[config.mk]
export PLATFORM = sky130hd
export DESIGN_NAME = ahb_arbiter_rr
export DESIGN_NICKNAME = d
export VERILOG_FILES = /design/src/rtl/ahb_arbiter_rr.sv
export SDC_FILE = /design/constraint.sdc
export NUM_CORES = 1
export LEC_CHECK = 0
export BUFFER_PORTS_ARGS = -buffer_cell sky130_fd_sc_hd__buf_2
export CAP_MARGIN = 20
export CELL_PAD_IN_SITES_DETAIL_PLACEMENT = 0
export CELL_PAD_IN_SITES_GLOBAL_PLACEMENT = 1
export CORE_MARGIN = 2
export CORE_UTILIZATION = 37
export CTS_CLUSTER_SIZE = 40
export DETAILED_ROUTE_END_ITERATION = 8
export HOLD_SLACK_MARGIN = 0.05
export PLACE_DENSITY_LB_ADDON = 0.1
export SYNTH_ARGS = -nofsm -noshare
export SYNTH_HDL_FRONTEND = slang
export SYNTH_SLANG_ARGS = --single-unit
[constraint.sdc]
create_clock -name HCLK -period 2.75 [get_ports HCLK]
set_clock_uncertainty 0.1 [all_clocks]
set_input_delay 0.1375 -clock HCLK [delete_from_list [all_inputs] [get_ports HCLK]]
set_output_delay 0.1375 -clock HCLK [all_outputs]
set_load 0.01 [all_outputs]
[src/rtl/ahb_arbiter_rr.sv]
// Round-robin AHB bus arbiter: grants move only at burst boundaries, locked owners keep the bus.
// HGRANT, HMASTER and HMASTLOCK are all driven straight from flops.
module ahb_arbiter_rr #(
    parameter int unsigned NUM_MASTER     = 2,
    parameter int unsigned DEFAULT_MASTER = 0
) (
    input  logic                  HCLK,
    input  logic                  HRESETn,
    input  logic [NUM_MASTER-1:0] HBUSREQ,
    input  logic [NUM_MASTER-1:0] HLOCK,
    input  logic [1:0]            HTRANS,
    input  logic [2:0]            HBURST,
    input  logic                  HREADY,
    output logic [NUM_MASTER-1:0] HGRANT,
    output logic [3:0]            HMASTER,
    output logic                  HMASTLOCK
);

    localparam int unsigned IW = (NUM_MASTER > 1) ? $clog2(NUM_MASTER) : 1;

    localparam logic [IW-1:0]         DefIdx   = IW'(DEFAULT_MASTER);
    localparam logic [NUM_MASTER-1:0] DefGrant = NUM_MASTER'(1) << DEFAULT_MASTER;

    localparam logic [1:0] TransIdle   = 2'd0;
    localparam logic [1:0] TransNonseq = 2'd2;
    localparam logic [1:0] TransSeq    = 2'd3;
    localparam logic [2:0] BurstIncr   = 3'd1;

    logic [IW-1:0]         gidx_q, gidx_d;
    logic [NUM_MASTER-1:0] grant_q, grant_d;
    logic [4:0]            cnt_q, cnt_d;
    logic [3:0]            hmaster_q;
    logic                  hmastlock_q;

    logic                  fixed_burst;
    logic                  arb_point;
    logic                  lock_hold;
    logic                  rr_found;
    logic [IW-1:0]         rr_idx;
    int unsigned           cand;
    logic [IW-1:0]         cand_idx;

    // Beats left after the NONSEQ beat of a fixed-length burst; undefined-length bursts track nothing.
    function automatic logic [4:0] beats_m1(input logic [2:0] burst);
        case (burst)
            3'd2, 3'd3: beats_m1 = 5'd3;
            3'd4, 3'd5: beats_m1 = 5'd7;
            3'd6, 3'd7: beats_m1 = 5'd15;
            default:    beats_m1 = 5'd0;
        endcase
    endfunction

    assign fixed_burst = (HBURST[2:1] != 2'b00);

    always_comb begin
        cnt_d = cnt_q;
        if (HREADY) begin
            case (HTRANS)
                TransNonseq: cnt_d = beats_m1(HBURST);
                TransSeq: begin
                    if (cnt_q != 5'd0) begin
                        cnt_d = cnt_q - 5'd1;
                    end
                end
                default: cnt_d = cnt_q;
            endcase
        end
    end

    always_comb begin
        arb_point = 1'b0;
        if (HREADY) begin
            case (HTRANS)
                TransIdle:   arb_point = 1'b1;
                TransNonseq: arb_point = !fixed_burst;
                TransSeq:    arb_point = (cnt_q <= 5'd1) || (HBURST == BurstIncr);
                default:     arb_point = 1'b0;
            endcase
        end
    end

    // Search starts just past the current owner so the owner itself is considered last.
    always_comb begin
        rr_found = 1'b0;
        rr_idx   = DefIdx;
        cand     = 0;
        cand_idx = '0;
        for (int unsigned off = 1; off <= NUM_MASTER; off++) begin
            cand = 32'(gidx_q) + off;
            if (cand >= NUM_MASTER) begin
                cand = cand - NUM_MASTER;
            end
            cand_idx = IW'(cand);
            if (!rr_found && HBUSREQ[cand_idx]) begin
                rr_found = 1'b1;
                rr_idx   = cand_idx;
            end
        end
    end

    assign lock_hold = HLOCK[gidx_q] && HBUSREQ[gidx_q];

    always_comb begin
        gidx_d = gidx_q;
        if (arb_point && !lock_hold) begin
            gidx_d = rr_found ? rr_idx : DefIdx;
        end
        grant_d         = '0;
        grant_d[gidx_d] = 1'b1;
    end

    always_ff @(posedge HCLK or negedge HRESETn) begin
        if (!HRESETn) begin
            gidx_q      <= DefIdx;
            grant_q     <= DefGrant;
            cnt_q       <= 5'd0;
            hmaster_q   <= 4'(DEFAULT_MASTER);
            hmastlock_q <= 1'b0;
        end else begin
            gidx_q  <= gidx_d;
            grant_q <= grant_d;
            cnt_q   <= cnt_d;
            if (HREADY) begin
                hmaster_q   <= 4'(gidx_q);
                hmastlock_q <= HLOCK[gidx_q];
            end
        end
    end

    assign HGRANT    = grant_q;
    assign HMASTER   = hmaster_q;
    assign HMASTLOCK = hmastlock_q;

    a_grant_onehot: assert property (@(posedge HCLK) disable iff (!HRESETn) $onehot(grant_q));
    a_grant_matches_idx: assert property (@(posedge HCLK) disable iff (!HRESETn)
                                          grant_q == (NUM_MASTER'(1) << gidx_q));

endmodule

# Word-level counts from Yosys, hierarchy flattened
# Cells that the tools add are included.
word_totals:
  ff_bits: 10
  inputBits: 12
  output_inout_bits: 7
  word_cells: 67
op_classes:
  n_addsub: 5
  magnitude_cmp: 8
  eq_ne: 10
  n_mux: 23
  reduce_logical: 16
op_table:
  columns: ["operator", "n"]
  rows:
  - ["$mux W1", 18]
  - ["$eq A3 B3 Y1 const B", 4]
  - ["$pmux W4 S3", 1]
  - ["$pmux W5 S2", 1]
  - ["$lt A1 B2 Y1 const B", 4]
  - ["$eq A3 B2 Y1 const B", 2]
  - ["$reduce_or A2 Y1", 3]
  - ["$le A5 B1 Y1 const B", 1]
  - ["$mux W5", 1]
  - ["$reduce_bool A5 Y1", 1]
  - ["$sub A5 B1 Y5 const B", 1]
  - ["$eq A2 B2 Y1 const B", 2]
  - ["$logic_and A1 B1 Y1", 4]
  - ["$reduce_bool A2 Y1", 2]
  - ["$add A1 B2 Y3 const B", 1]
  - ["$eq A3 B1 Y1 const B", 1]
  - ["$ge A3 B2 Y1 const B", 1]
  - ["$logic_not A1 Y1", 3]
  - ["$pmux W1 S3", 1]
  - ["$reduce_and A3 Y1", 1]
  - ["$add A1 B1 Y2 const B", 1]
  - ["$ge A2 B2 Y1 const B", 1]
  - ["$logic_not A2 Y1", 1]
  - ["$ne A2 B2 Y1 const B", 1]
  - ["4 further kinds", 5]

# Longest topological paths before layout
logic_depth:
  depth_word: 15
  depth_mapped: 6

# Least setup slack after synthesis
# No wires, ideal clock.
synth_timing:
  kind: "reg2reg"
  startpoint: "reg cnt_q[0]"
  endpoint: "reg cnt_q[4]"
  t_arrival_ps: 1418
  setup_slack_ps: 1166
  stages_incl_launch_ff: 7
  synth_period_minus_slack_ps: 1584
  cell_sequence: "dfrtp_1 -> inv_1 -> ha_1 -> inv_1 -> or4_1 -> o21ai_1 -> a22o_1"
synth_between:
  elab_chain_cells: 3
  word_cells_on_any_way: 6
  cone_classes: "add/sub (1); eq/ne (1); mux (2); reduce/logical (2)"
synth_lines:
  columns: ["element", "line_no", "source"]
  rows:
  - ["start: declaration", "31", "logic [4:0] cnt_q, cnt_d;"]
  - ["start signal: assignment", "122", "cnt_q <= cnt_d;"]
  - ["$sub A5 B1 Y5 or $reduce_bool A5 Y1 (tied branches)", "62, 61", null]
  - ["$mux W5 or $ne A2 B2 Y1 (tied branches)", null, null]
  - ["$pmux W5 S2 or $reduce_and A3 Y1 (tied branches)", null, null]
# Parallel ways exist; a longest one is shown, timed or not. The select of a mux whose other input is x is not followed.
# A chain may end at the register's enable or synchronous reset.

# Worst setup path in the final report
# Same ends and word-level chain as after synthesis.

==> results.py <==
metrics = {
    "worst_setup_path": {
        "rr_worst_depth": 6,
        "required_ns": 2.85,
        "r2r_start": "cnt_q[0]",
        "crit_arrival_ns": 1.76,
        "start_kind": "register",
        "critPathKind": "reg -> reg",
        "r2r_setup_slack_ns": 1.09,
        "cp-end-kind": "register",
        "r2r-end": "cnt_q[4]",
        "crit_fanout": 6,
    },
    "logic_synthesis": {
        "synth_adder_area_share_pct": 6.48,
        "synth_compound_area_share_pct": 26.1,
        "synth_cells": 62,
        "yosysUniqueCellTypes": 33,
        "synth_mux_area_share_pct": 1.94,
        "synthTopCellsByArea": "dfrtp_1 (35%), ha_1 (6.5%), buf_4 (5.2%)",
        "ys_seq_area_share_pct": 39.1,
        "synth_xor_area_share_pct": 0,
        "synthSimpleGateAreaFrac_pct": 17.1,
        "ys_warn_count": 0,
        "synth_edf_count": 0,
        "synth_top_family_by_area": "compound AO/OA/AOI/OAI gates",
        "synth_area_per_cell_um2": 9.34,
        "yosys.area.top_type": "dfrtp_1",
        "synthArstFlopShare_pct": 100,
        "ys_top_cells_by_count": "dfrtp_1 (8), o21ai_1 (5), buf_4 (4), inv_1 (4), nor2_1 (4)",
        "ys_ff_latch": 9,
        "yosysTopAreaCellShare_pct": 34.6,
        "yosysMostFrequentCell": "dfrtp_1",
        "synth_area_um2": 579,
        "synth_ff_type": "dfrtp_1",
    },
    "drt": {
        "wl_met2_um": 512,
        "wl_met3_um": 83,
        "dr.pass1.iters": 4,
        "wl_per_cell_um": 11.8,
        "ant_nets": 0,
        "drc": 0,
        "viasPerCell": 5.30,
        "dr.first_iter.drc_count": 20,
        "wl_met1_um": 538,
        "wl_um": 1140,
        "topRoutingLayerUsed": "met4",
        "num_vias": 514,
    },
    "floorplanning": {
        "io_pins": 19,
        "start_util_pct": 38.9,
        "dieArea_um2": 1900,
        "dieWidth_um": 43.6,
        "die_h_um": 43.6,
        "core-area_um2": 1490,
        "rows": 14,
    },
    "cts": {
        "clockBufferDepth": 2,
        "h-tree-depth": 1,
        "clk_pin_slew_ns": 0.06,
        "cts_tree": "done",
        "cts_buffers": 3,
        "worstSkewPairLatency_ns": 0.26,
        "post_cts_resized": 0,
        "cts-root-buf": "clkbuf_4",
        "clock_sink_count": 9,
    },
    "placed_design": {
        "port_buffers": 15,
        "gp_congestion": 0.809,
        "dp_hpwl_um": 919,
    },
    "grt": {
        "grt_overflow": 0,
        "grt_pass1_wl_um": 2080,
        "grt_util_all_layers_pct": 14.9,
        "antenna_found_initial": 0,
        "grt_pass1_vias": 469,
        "grt_max_degree": 11,
    },
    "worst_hold_path": {
        "hold_class": "in -> reg",
        "holdPathStages": 2,
        "min_from": "HTRANS[0]",
        "holdPathEnd": "cnt_q[4]",
    },
    "status": {
        "outcome": "finished, final reports clean",
    },
    "timing": {
        "fin_setup_tns_ns": 0,
        "hold_slack_ns": 0.0729,
        "final.min_clock_period_ns": 1.66,
        "period_share_pct": 60.5,
        "max_freq_mhz": 601,
        "hold_viol": 0,
        "rsz0062_at_grt": "no",
        "finalSetupViolCount": 0,
        "slew_violations": 0,
    },
    "pwr": {
        "vdd_ir_drop_max_mv": 0.296,
        "p_sw_share_pct": 33.6,
        "share_comb_of_total_power_pct": 31.3,
        "clockPowerShare_pct": 22.3,
        "power_switching_mw": 0.147,
        "p_leak_nw": 0.335,
        "internal_power_mw": 0.292,
        "power_frac_seq_pct": 46.5,
        "pwr_density_cell_nw_per_um2": 625,
    },
    "cells_and_area": {
        "diodes": 0,
        "area_delta_synth_final_pct": 21.4,
        "final_nets": 97,
        "drive_above_1_share_pct": 27.2,
    },
    "run": {
        "drv_cap": 0,
    },
}
==> cell families after synthesis <==
group                    after synthesis
AO/OA/AOI/OAI                         22
AND/OR/NAND/NOR                       17
buffers and inverters                  9
flip-flops                             9
adder cells (fa/ha/maj)                3
multiplexers                           1
other                                  1
==> cells in the final DEF, fill, tap and decap left out <==
cell type / count
buf_2: 15
dfrtp_1: 8
o21ai_1: 5
inv_1: 4
nor2_1: 4
nor3_1: 3
a21oi_1: 3
ha_1: 3
conb_1: 3
clkbuf_4: 3
dlygate4sd3_1: 3
nand2_1: 2
a211oi_1: 2
a21o_1: 2
dfstp_2: 1
nor3_2: 1
and2_2: 1
o2111ai_1: 1
a21bo_1: 1
o21ai_0: 1
nand3_1: 1
and2_4: 1
nor2b_1: 1
nand3b_1: 1
a22oi_1: 1
a221o_1: 1
a31o_1: 1
nor4b_1: 1
a31oi_1: 1
a221oi_1: 1
or4_1: 1
o31ai_1: 1
a22o_1: 1
mux2_1: 1
clkbuf_1: 1
==> what timing repair did <==
action                    in CTS  in global routing
buffers inserted               0                  0
hold buffers                   3                  0
hold endpoints to repair      12                  0
==> layout make-up <==
| type | count | area (µm²) |
|---|---|---|
| Clock buffer | 4 | 26.3 |
| Fill cell | 150 | 786 |
| Sequential cell | 9 | 226 |
| Inverter | 4 | 15.0 |
| Multi-Input combinational cell | 46 | 310 |
| Timing Repair Buffer | 18 | 105 |
| Tap cell | 16 | 20.0 |
==> per-stage QoR <==
step / worst slack [ns] / total power, mW / cell area [µm²] / cells / util [%]
CTS: 1.08 / 0.447 / 703 / 97 / 47.2
floorplan: 1.17 / 0.299 / 587 / 64 / -
finish: 1.09 / 0.439 / 703 / 97 / 47.2
global placement: 1.13 / 0.340 / 647 / 90 / 43.4
global route: 0.990 / 0.479 / 703 / 97 / 47.2
detailed placement: 1.10 / 0.341 / 647 / 90 / 43.4
==> worst max-delay path by stage <==
| stage | from | end | slack [ns] | cells after the start |
|---|---|---|---|---|
| after floorplan | cnt_q[0] | cnt_q[4] | 1.17 | 6 |
| final | cnt_q[0] | cnt_q[4] | 1.09 | 6 |
| after global routing | cnt_q[0] | cnt_q[4] | 0.99 | 6 |
| after global placement | cnt_q[0] | cnt_q[4] | 1.13 | 6 |
| after CTS | cnt_q[0] | cnt_q[4] | 1.08 | 6 |
| after detailed placement | cnt_q[0] | cnt_q[4] | 1.10 | 6 |
==> power by group through the flow <==
stage          sequential (mW)  combinational, mW  clock, mW
5_1_grt                  0.211              0.157      0.112
3_3_place_gp             0.206              0.134          0
6_report                 0.204              0.137     0.0978
3_5_place_dp             0.206              0.135          0
2_1_floorplan            0.206             0.0936          0
4_1_cts                  0.204              0.138      0.105
==> critical path, cell delays in order (launching register included) <==
cell     delay (ns)
dfrtp_1        0.43
inv_1          0.10
ha_1           0.16
inv_1          0.06
or4_1          0.49
o21ai_1        0.13
a22o_1         0.13
==> per-layer routing <==
layer / vias to the layer above / global-route usage, %
met2: 14 / 21.5
met3: 2 / 7.92
met1: 234 / 20.5
li1: 264 / -
met4: 0 / 1.82
met5: - / 0
Power figures use the tool's default switching activity.
